--- config.mk ---
export PLATFORM = sky130hd
export DESIGN_NAME = mm_tile_controller
export DESIGN_NICKNAME = d
export VERILOG_FILES = /design/src/rtl/mm_pkg.sv /design/src/rtl/mm_addr_gen.sv /design/src/rtl/mm_tile_controller.sv
export SDC_FILE = /design/constraint.sdc
export NUM_CORES = 1
export LEC_CHECK = 0
export ABC_CLOCK_PERIOD_IN_PS = 6800
export CAP_MARGIN = 20
export CORE_MARGIN = 2
export CORE_UTILIZATION = 48
export CTS_CLUSTER_SIZE = 8
export DETAILED_ROUTE_END_ITERATION = 6
export GPL_TIMING_DRIVEN = 0
export PLACE_DENSITY = 0.8
export SLEW_MARGIN = 20
export SYNTH_ARGS = -nofsm -noshare
export SYNTH_HDL_FRONTEND = slang
export SYNTH_SLANG_ARGS = --single-unit
--- constraint.sdc ---
create_clock -name clk_i -period 6.8 [get_ports clk_i]
set_input_delay 1.36 -clock clk_i [delete_from_list [all_inputs] [get_ports clk_i]]
set_output_delay 1.36 -clock clk_i [all_outputs]
set_load 0.03 [all_outputs]
--- src/rtl/mm_pkg.sv ---
// Shared definitions for the matrix-multiply accelerator: controller state encoding,
// default array geometry/latencies and the drain-length helper.
package mm_pkg;

   typedef enum logic [2:0] {
      StIdle,
      StFeed,
      StDrain,
      StWrite,
      StDone
   } state_e;

   localparam int unsigned DefArraySize = 4;
   localparam int unsigned DefRdLat     = 1;
   localparam int unsigned DefOutputLat = 3;

   // Cycles from the last feed beat until the last PE row result is stable.
   function automatic int unsigned drain_len(input int unsigned rd_lat,
                                             input int unsigned output_lat,
                                             input int unsigned array_size);
      return rd_lat + output_lat + 2 * array_size - 2;
   endfunction

endpackage

--- src/rtl/mm_addr_gen.sv ---
// Running-sum address generator: an outer (row/column) base plus an inner running
// address, built only from adders. Controls are prioritised init > restart > advance > rewind > step.
module mm_addr_gen
   import mm_pkg::*;
#(
   parameter int unsigned ADDR_WIDTH     = 16,
   parameter bit          STEP_BY_STRIDE = 1'b0
) (
   input  logic                  clk_i,
   input  logic                  rst_ni,
   input  logic [ADDR_WIDTH-1:0] base_i,
   input  logic [ADDR_WIDTH-1:0] stride_i,
   input  logic                  init_i,
   input  logic                  step_i,
   input  logic                  advance_i,
   input  logic                  rewind_i,
   input  logic                  restart_i,
   output logic [ADDR_WIDTH-1:0] addr_o
);

   localparam logic [ADDR_WIDTH-1:0] AddrOne = ADDR_WIDTH'(1);

   logic [ADDR_WIDTH-1:0] base_q, base_d;
   logic [ADDR_WIDTH-1:0] stride_q, stride_d;
   logic [ADDR_WIDTH-1:0] outer_q, outer_d;
   logic [ADDR_WIDTH-1:0] addr_q, addr_d;
   logic [ADDR_WIDTH-1:0] step_inc, adv_inc;

   // P walks rows by stride and columns by one; A/B walk k by one and tiles by stride.
   assign step_inc = STEP_BY_STRIDE ? stride_q : AddrOne;
   assign adv_inc  = STEP_BY_STRIDE ? AddrOne : stride_q;

   always_comb begin
      base_d   = base_q;
      stride_d = stride_q;
      outer_d  = outer_q;
      addr_d   = addr_q;
      if (init_i) begin
         base_d   = base_i;
         stride_d = stride_i;
         outer_d  = base_i;
         addr_d   = base_i;
      end else if (restart_i) begin
         outer_d = base_q;
         addr_d  = base_q;
      end else if (advance_i) begin
         outer_d = outer_q + adv_inc;
         addr_d  = outer_q + adv_inc;
      end else if (rewind_i) begin
         addr_d = outer_q;
      end else if (step_i) begin
         addr_d = addr_q + step_inc;
      end
   end

   always_ff @(posedge clk_i or negedge rst_ni) begin
      if (!rst_ni) begin
         base_q   <= '0;
         stride_q <= '0;
         outer_q  <= '0;
         addr_q   <= '0;
      end else begin
         base_q   <= base_d;
         stride_q <= stride_d;
         outer_q  <= outer_d;
         addr_q   <= addr_d;
      end
   end

   assign addr_o = addr_q;

endmodule

--- src/rtl/mm_tile_controller.sv ---
// Tile sequencer for the systolic matrix-multiply array: walks an m x n tile grid (row fastest),
// each tile running feed, drain and write phases back-to-back; all outputs are registered.
module mm_tile_controller
   import mm_pkg::*;
#(
   parameter int unsigned ADDR_WIDTH = 16,
   parameter int unsigned DIM_WIDTH  = 8,
   parameter int unsigned ARRAY_SIZE = DefArraySize,
   parameter int unsigned RD_LAT     = DefRdLat,
   parameter int unsigned OUTPUT_LAT = DefOutputLat
) (
   input  logic                          clk_i,
   input  logic                          rst_ni,
   input  logic                          start_i,
   input  logic                          abort_i,
   input  logic [ADDR_WIDTH-1:0]         base_addra_i,
   input  logic [ADDR_WIDTH-1:0]         base_addrb_i,
   input  logic [ADDR_WIDTH-1:0]         base_addrp_i,
   input  logic [ADDR_WIDTH-1:0]         stride_a_i,
   input  logic [ADDR_WIDTH-1:0]         stride_b_i,
   input  logic [ADDR_WIDTH-1:0]         stride_p_i,
   input  logic [DIM_WIDTH-1:0]          k_i,
   input  logic [DIM_WIDTH-1:0]          m_i,
   input  logic [DIM_WIDTH-1:0]          n_i,
   output logic                          busy_o,
   output logic                          valid_o,
   output logic                          err_o,
   output logic                          ena_o,
   output logic                          enb_o,
   output logic [ADDR_WIDTH-1:0]         addra_o,
   output logic [ADDR_WIDTH-1:0]         addrb_o,
   output logic                          enp_o,
   output logic                          wep_o,
   output logic [ADDR_WIDTH-1:0]         addrp_o,
   output logic [$clog2(ARRAY_SIZE)-1:0] wordp_sel_o,
   output logic                          ensys_o,
   output logic                          pe_we_o,
   output logic                          pe_clr_o
);

   localparam int unsigned Drain = drain_len(RD_LAT, OUTPUT_LAT, ARRAY_SIZE);
   localparam int unsigned SelW  = $clog2(ARRAY_SIZE);
   localparam int unsigned AuxW  = $clog2(Drain + ARRAY_SIZE + 1);
   localparam int unsigned CntW  = (DIM_WIDTH > AuxW) ? DIM_WIDTH : AuxW;

   localparam logic [CntW-1:0]      CntOne    = CntW'(1);
   localparam logic [CntW-1:0]      DrainLast = CntW'(Drain - 1);
   localparam logic [CntW-1:0]      WriteLast = CntW'(ARRAY_SIZE - 1);
   localparam logic [DIM_WIDTH-1:0] DimOne    = DIM_WIDTH'(1);

   state_e state_q, state_d;
   logic [CntW-1:0]      cnt_q, cnt_d, k_last;
   logic [DIM_WIDTH-1:0] r_q, r_d, c_q, c_d;
   logic [DIM_WIDTH-1:0] k_q, k_d, m_q, m_d, n_q, n_d;
   logic                 last_r, last_c, flush;

   logic gen_init, ab_step, a_adv, a_restart, b_adv, b_rewind, p_step, p_adv;
   logic err_d, busy_d, valid_d, ena_d, first_d, wep_d;
   logic [SelW-1:0] wsel_d;
   logic busy_q, valid_q, err_q, ena_q, first_q, wep_q;
   logic [SelW-1:0] wsel_q;
   logic [RD_LAT-1:0] we_pipe_q, we_pipe_d, clr_pipe_q, clr_pipe_d;

   assign k_last = CntW'(k_q) - CntOne;
   assign last_r = (r_q == m_q - DimOne);
   assign last_c = (c_q == n_q - DimOne);
   assign flush  = (state_q != StIdle) && abort_i;

   always_comb begin
      state_d   = state_q;
      cnt_d     = cnt_q;
      r_d       = r_q;
      c_d       = c_q;
      k_d       = k_q;
      m_d       = m_q;
      n_d       = n_q;
      err_d     = 1'b0;
      gen_init  = 1'b0;
      ab_step   = 1'b0;
      a_adv     = 1'b0;
      a_restart = 1'b0;
      b_adv     = 1'b0;
      b_rewind  = 1'b0;
      p_step    = 1'b0;
      p_adv     = 1'b0;
      if (flush) begin
         state_d = StIdle;
      end else begin
         unique case (state_q)
            StIdle: begin
               if (start_i && !abort_i) begin
                  k_d = k_i;
                  m_d = m_i;
                  n_d = n_i;
                  if (k_i == '0 || m_i == '0 || n_i == '0) begin
                     err_d = 1'b1;
                  end else begin
                     state_d  = StFeed;
                     cnt_d    = '0;
                     r_d      = '0;
                     c_d      = '0;
                     gen_init = 1'b1;
                  end
               end
            end
            StFeed: begin
               ab_step = 1'b1;
               if (cnt_q == k_last) begin
                  state_d = StDrain;
                  cnt_d   = '0;
               end else begin
                  cnt_d = cnt_q + CntOne;
               end
            end
            StDrain: begin
               if (cnt_q == DrainLast) begin
                  state_d = StWrite;
                  cnt_d   = '0;
               end else begin
                  cnt_d = cnt_q + CntOne;
               end
            end
            StWrite: begin
               p_step = 1'b1;
               if (cnt_q == WriteLast) begin
                  cnt_d = '0;
                  if (last_r && last_c) begin
                     state_d = StDone;
                  end else if (last_r) begin
                     // Next column: A back to row 0, B and P move one column over.
                     state_d   = StFeed;
                     r_d       = '0;
                     c_d       = c_q + DimOne;
                     a_restart = 1'b1;
                     b_adv     = 1'b1;
                     p_adv     = 1'b1;
                  end else begin
                     // P already stepped onto the next tile row block.
                     state_d  = StFeed;
                     r_d      = r_q + DimOne;
                     a_adv    = 1'b1;
                     b_rewind = 1'b1;
                  end
               end else begin
                  cnt_d = cnt_q + CntOne;
               end
            end
            StDone:  state_d = StIdle;
            default: state_d = StIdle;
         endcase
      end
   end

   always_comb begin
      busy_d  = (state_d != StIdle);
      ena_d   = (state_d == StFeed);
      first_d = (state_d == StFeed) && (cnt_d == '0);
      wep_d   = (state_d == StWrite);
      wsel_d  = wep_d ? cnt_d[SelW-1:0] : '0;
      valid_d = err_d || (state_d == StDone);
      we_pipe_d  = '0;
      clr_pipe_d = '0;
      if (!flush) begin
         we_pipe_d[0]  = ena_q;
         clr_pipe_d[0] = first_q;
         for (int i = 1; i < RD_LAT; i++) begin
            we_pipe_d[i]  = we_pipe_q[i-1];
            clr_pipe_d[i] = clr_pipe_q[i-1];
         end
      end
   end

   always_ff @(posedge clk_i or negedge rst_ni) begin
      if (!rst_ni) begin
         state_q    <= StIdle;
         cnt_q      <= '0;
         r_q        <= '0;
         c_q        <= '0;
         k_q        <= '0;
         m_q        <= '0;
         n_q        <= '0;
         busy_q     <= 1'b0;
         valid_q    <= 1'b0;
         err_q      <= 1'b0;
         ena_q      <= 1'b0;
         first_q    <= 1'b0;
         wep_q      <= 1'b0;
         wsel_q     <= '0;
         we_pipe_q  <= '0;
         clr_pipe_q <= '0;
      end else begin
         state_q    <= state_d;
         cnt_q      <= cnt_d;
         r_q        <= r_d;
         c_q        <= c_d;
         k_q        <= k_d;
         m_q        <= m_d;
         n_q        <= n_d;
         busy_q     <= busy_d;
         valid_q    <= valid_d;
         err_q      <= err_d;
         ena_q      <= ena_d;
         first_q    <= first_d;
         wep_q      <= wep_d;
         wsel_q     <= wsel_d;
         we_pipe_q  <= we_pipe_d;
         clr_pipe_q <= clr_pipe_d;
      end
   end

   mm_addr_gen #(
      .ADDR_WIDTH    (ADDR_WIDTH),
      .STEP_BY_STRIDE(1'b0)
   ) u_gen_a (
      .clk_i    (clk_i),
      .rst_ni   (rst_ni),
      .base_i   (base_addra_i),
      .stride_i (stride_a_i),
      .init_i   (gen_init),
      .step_i   (ab_step),
      .advance_i(a_adv),
      .rewind_i (1'b0),
      .restart_i(a_restart),
      .addr_o   (addra_o)
   );

   mm_addr_gen #(
      .ADDR_WIDTH    (ADDR_WIDTH),
      .STEP_BY_STRIDE(1'b0)
   ) u_gen_b (
      .clk_i    (clk_i),
      .rst_ni   (rst_ni),
      .base_i   (base_addrb_i),
      .stride_i (stride_b_i),
      .init_i   (gen_init),
      .step_i   (ab_step),
      .advance_i(b_adv),
      .rewind_i (b_rewind),
      .restart_i(1'b0),
      .addr_o   (addrb_o)
   );

   mm_addr_gen #(
      .ADDR_WIDTH    (ADDR_WIDTH),
      .STEP_BY_STRIDE(1'b1)
   ) u_gen_p (
      .clk_i    (clk_i),
      .rst_ni   (rst_ni),
      .base_i   (base_addrp_i),
      .stride_i (stride_p_i),
      .init_i   (gen_init),
      .step_i   (p_step),
      .advance_i(p_adv),
      .rewind_i (1'b0),
      .restart_i(1'b0),
      .addr_o   (addrp_o)
   );

   assign busy_o      = busy_q;
   assign ensys_o     = busy_q;
   assign valid_o     = valid_q;
   assign err_o       = err_q;
   assign ena_o       = ena_q;
   assign enb_o       = ena_q;
   assign enp_o       = wep_q;
   assign wep_o       = wep_q;
   assign wordp_sel_o = wsel_q;
   assign pe_we_o     = we_pipe_q[RD_LAT-1];
   assign pe_clr_o    = clr_pipe_q[RD_LAT-1];

endmodule

==> metrics.md <==
| Metric | Value |
|---|---|
| Crit end category | flop |
| Pwr dens | 485 nW/um^2 |
| IO Port Bufs | 183 |
| Outcome | complete, no violations |
| Worst Hold Class | flop to flop |
| CTS max path bufs | 3 |
| CP Cell Sequence | clkdlybuf4s50_1 > nor2_1 > and3_1 > clkbuf_1 > and2_1 > clkbuf_1 > clkbuf_1 > clkbuf_1 > buf_1 > nand2_1 > nand2_1 |
| Nets | 1959 |
| Top delay family on crit path | buffers and inverters |
| Commonest non-fill, non-tap cell in the layout | nand2_1 |
| Syn avg cell area | 8.46 um^2 |
| GR Util All Layers | 28.8% |
| Syn. warnings | 0 |
| Leakage | 7.41 nW |
| Final GP Congestion | 0.981 |
| CTS Root Cell | clkbuf_16 |
| VDD IR max | 0.000242 V |
| Max Fclk | 0.212 GHz |
| Longest individual stage delay on the worst path | 680 ps |
| Worst EP arrival | 5200 ps |
| DRT antenna net count | 0 |
| Critical path class | input pin to flop |
| Num CTS Buffers | 31 |
| Dominant synthesized flop cell | dfrtp_1 |
| Drt wl/cell | 19.9 um |
| Final hold vios | 0 |
| Initial DRC count | 1227 |
| Most frequent cells in the layout | nand2_1 (364), dfrtp_1 (221), clkdlybuf4s50_1 (182) |
| Seq. cell area | 5530 um^2 |
| Max cap viols | 0 |
| Die ar. | 28800 um^2 |
| Most used cell, CP | clkbuf_1 |
| Syn Nets | 1741 |
| Pre-Repair DR Iteration Count | 5 |
| Critical path depth | 11 |
| # fillers | 2282 |
| Die height | 170 um |
| Cells after Synth | 1559 |
| Share of layout cells above drive strength 1 | 4.33% |
| Register area share after synthesis | 41.9% |
| Row Count | 60 |
| Post-synthesis cell type count | 82 |
| First-pass GRT wire length | 65900 um |
| DRC viols | 0 |
| Clk_lat worst skew | 550 ps |
| CTS tree | yes |
| Register clock-pin slew on the reported worst setup and hold paths | 50 ps |
| H-tree levels | 1 |
| Setup WS pre-CTS | 1700 ps |
| Hold_ws | 456 ps |
| Setup-failing EPs final | 0 |
| Critical path peak fanout | 10 |
| Post-CTS sizing | 0 |
| Clock sinks | 221 |
| Setup ws final | 2080 ps |
| Worst reg2reg setup slack | 2750 ps |
| Synth Register Bits | 221 |
| Vias per std cell | 6.05 |
| Critical Path Sink | u_gen_a.adv_inc[8]$_DFFE_PN0P_ |
| Worst slew pin tran | 1000 ps |
| Largest net degree at the start of global routing | 98 |
| Core Util, Final | 60.5% |
| FFs w/ async S/R, synth | 100% |
| Vias in the first global route | 12600 |
| Antenna cells | 0 |
| FF-to-FF Start | m_q[0]$_DFFE_PN0P_ |
| R2R Path End | u_gen_a.addr_o[15]$_DFFE_PN0P_ |
| Worst reg2reg path depth | 12 |
| Area of the multi-input gates | 7220 um^2 |
| Core area | 27000 um^2 |
| Initial antenna violation count | 0 |
| Syn Std Cell Area | 13200 um^2 |
| CP Buf/Inv Count | 6 |
| Top Ports | 184 |
| CP Launch Type | input pin |
| Pins Over Slew Limit | 0 |
| Min Tclk post-route | 4720 ps |
| Slew HR | 32.6% |
| Final period util | 69.4% |
| P&R area growth vs syn | 23.6% |
| Post-DP HPWL | 30300 um |
| Critical Path RT | 7280 ps |
| Chip width | 170 um |
| Crit path from | abort_i |
| Post-synth EDFFs | 0 |
| Hold-fix buffers, CTS | 0 |
| Hold Startpoint | first_q$_DFF_PN0_ |
| Initial core utilization | 49.0% |
| Setup Buffers After CTS | 0 |
| Via Count | 12800 |
| RSZ-0062 raised after global routing | no |
| CP max-delay cell | clkbuf_1 |
| Routed WL | 42100 um |
| GR Overflow Total | 0 |
| Layout Skew | 11.2 ps |
## cells by family after synthesis
family                     count (synthesis)  share of synthesized area, %
xor gates and xnor gates                 110                          7.30
AOI/OAI and AO/OA                        363                          17.4
muxes                                      9                         0.730
and+or+nand+nor                          688                          23.6
DFF                                      221                          41.9
buffers and inverters                    110                          3.37
adders and majority gates                 58                          5.67
## stage by stage
step | total power, mW | TNS (ps) | cell area, um^2 | std cells
final | 7.91 | 0 | 16300 | 2118
after global placement | 6.29 | -1088050 | 15500 | 2083
after global routing | 8.44 | 0 | 16300 | 2118
after detailed placement | 6.45 | 0 | 15500 | 2085
after floorplan | 5.23 | 0 | 13200 | 1559
after CTS | 7.84 | 0 | 16300 | 2118
## routing by layer
layer,vias to the layer above,GRT usage [%],part of all wire (%)
li1,5881,-,-
met1,6087,37.1,40
met2,684,47.1,46
met3,153,5.67,9.1
met4,0,13.3,4.5
met5,-,0,0
## layout make-up
type	count	share of cell area, %
multi-input cells	1228	44.3
flip-flops and latches	221	33.9
repair buffers	185	11.6
clock buffers	33	4.86
well taps	341	2.62
plain buffers	70	1.80
inverters	40	0.921
## flip-flops by register name, indices dropped and copies added (netlist names), 3 cells and up
register / flops
c_q: 8
u_gen_p.outer_q: 16
u_gen_a.addr_o: 16
u_gen_p.step_inc: 16
k_q: 8
m_q: 8
u_gen_b.adv_inc: 16
u_gen_a.outer_q: 16
n_q: 8
r_q: 8
cnt_q: 8
state_q: 3
u_gen_p.addr_o: 16
u_gen_b.addr_o: 16
u_gen_a.adv_inc: 16
u_gen_a.base_q: 16
u_gen_b.outer_q: 16
## synthesized netlist by cell type (all sizes together) (5+ instances only)
| library cell | n | area (um^2) |
|---|---|---|
| nand2 | 366 | 1380 |
| nand3 | 54 | 270 |
| o221ai | 7 | 61.3 |
| o22ai | 8 | 50.1 |
| a211oi | 8 | 60.1 |
| nand4 | 13 | 87.6 |
| a21oi | 102 | 510 |
| inv | 40 | 150 |
| o31a | 6 | 52.6 |
| a31oi | 24 | 150 |
| o211ai | 18 | 140 |
| and2 | 12 | 75.1 |
| nor2 | 120 | 450 |
| nor3 | 23 | 125 |
| o21ai | 88 | 440 |
| xnor2 | 51 | 447 |
| nor3b | 5 | 37.5 |
| o21a | 13 | 98.9 |
| dfrtp | 221 | 5530 |
| nor4 | 12 | 118 |
| xor2 | 59 | 517 |
| or3 | 13 | 81.3 |
| ha | 55 | 688 |
| o31ai | 9 | 67.6 |
| clkbuf | 37 | 139 |
| a22oi | 17 | 128 |
| and3 | 25 | 156 |
| a21o | 15 | 113 |
| buf | 33 | 155 |
| or2 | 6 | 37.5 |
| nor2b | 17 | 106 |
| a221oi | 5 | 43.8 |
| mux2 | 5 | 56.3 |
## where the power goes
| part | total, mW | switching [mW] | internal (mW) |
|---|---|---|---|
| logic | 4.09 | 2.33 | 1.76 |
| clock network | 1.36 | 0.558 | 0.803 |
| registers | 2.46 | 0.586 | 1.87 |
| total | 7.91 | 3.48 | 4.43 |
## worst reg2reg max path: stages (launching register included)
cell and delay, ps:
dfrtp_1 420, inv_1 90, ha_1 180, nor3b_1 350, a21oi_1 120, nor4b_1 340, o211ai_2 340, nand3_1 530
clkbuf_1 550, clkbuf_1 620, nand3_1 140, a21oi_1 190, a31oi_1 50
## worst min-delay path by stage
stage	to	slack (ps)	depth (start not counted)
after CTS	pe_clr_o$_DFF_PN0_	460	1
final	pe_clr_o$_DFF_PN0_	460	1
after detailed placement	pe_clr_o$_DFF_PN0_	440	1
after floorplan	pe_clr_o$_DFF_PN0_	430	1
after global placement	pe_clr_o$_DFF_PN0_	440	1
after global routing	pe_clr_o$_DFF_PN0_	470	1
Note: power is estimated with default switching activity, not from simulation.
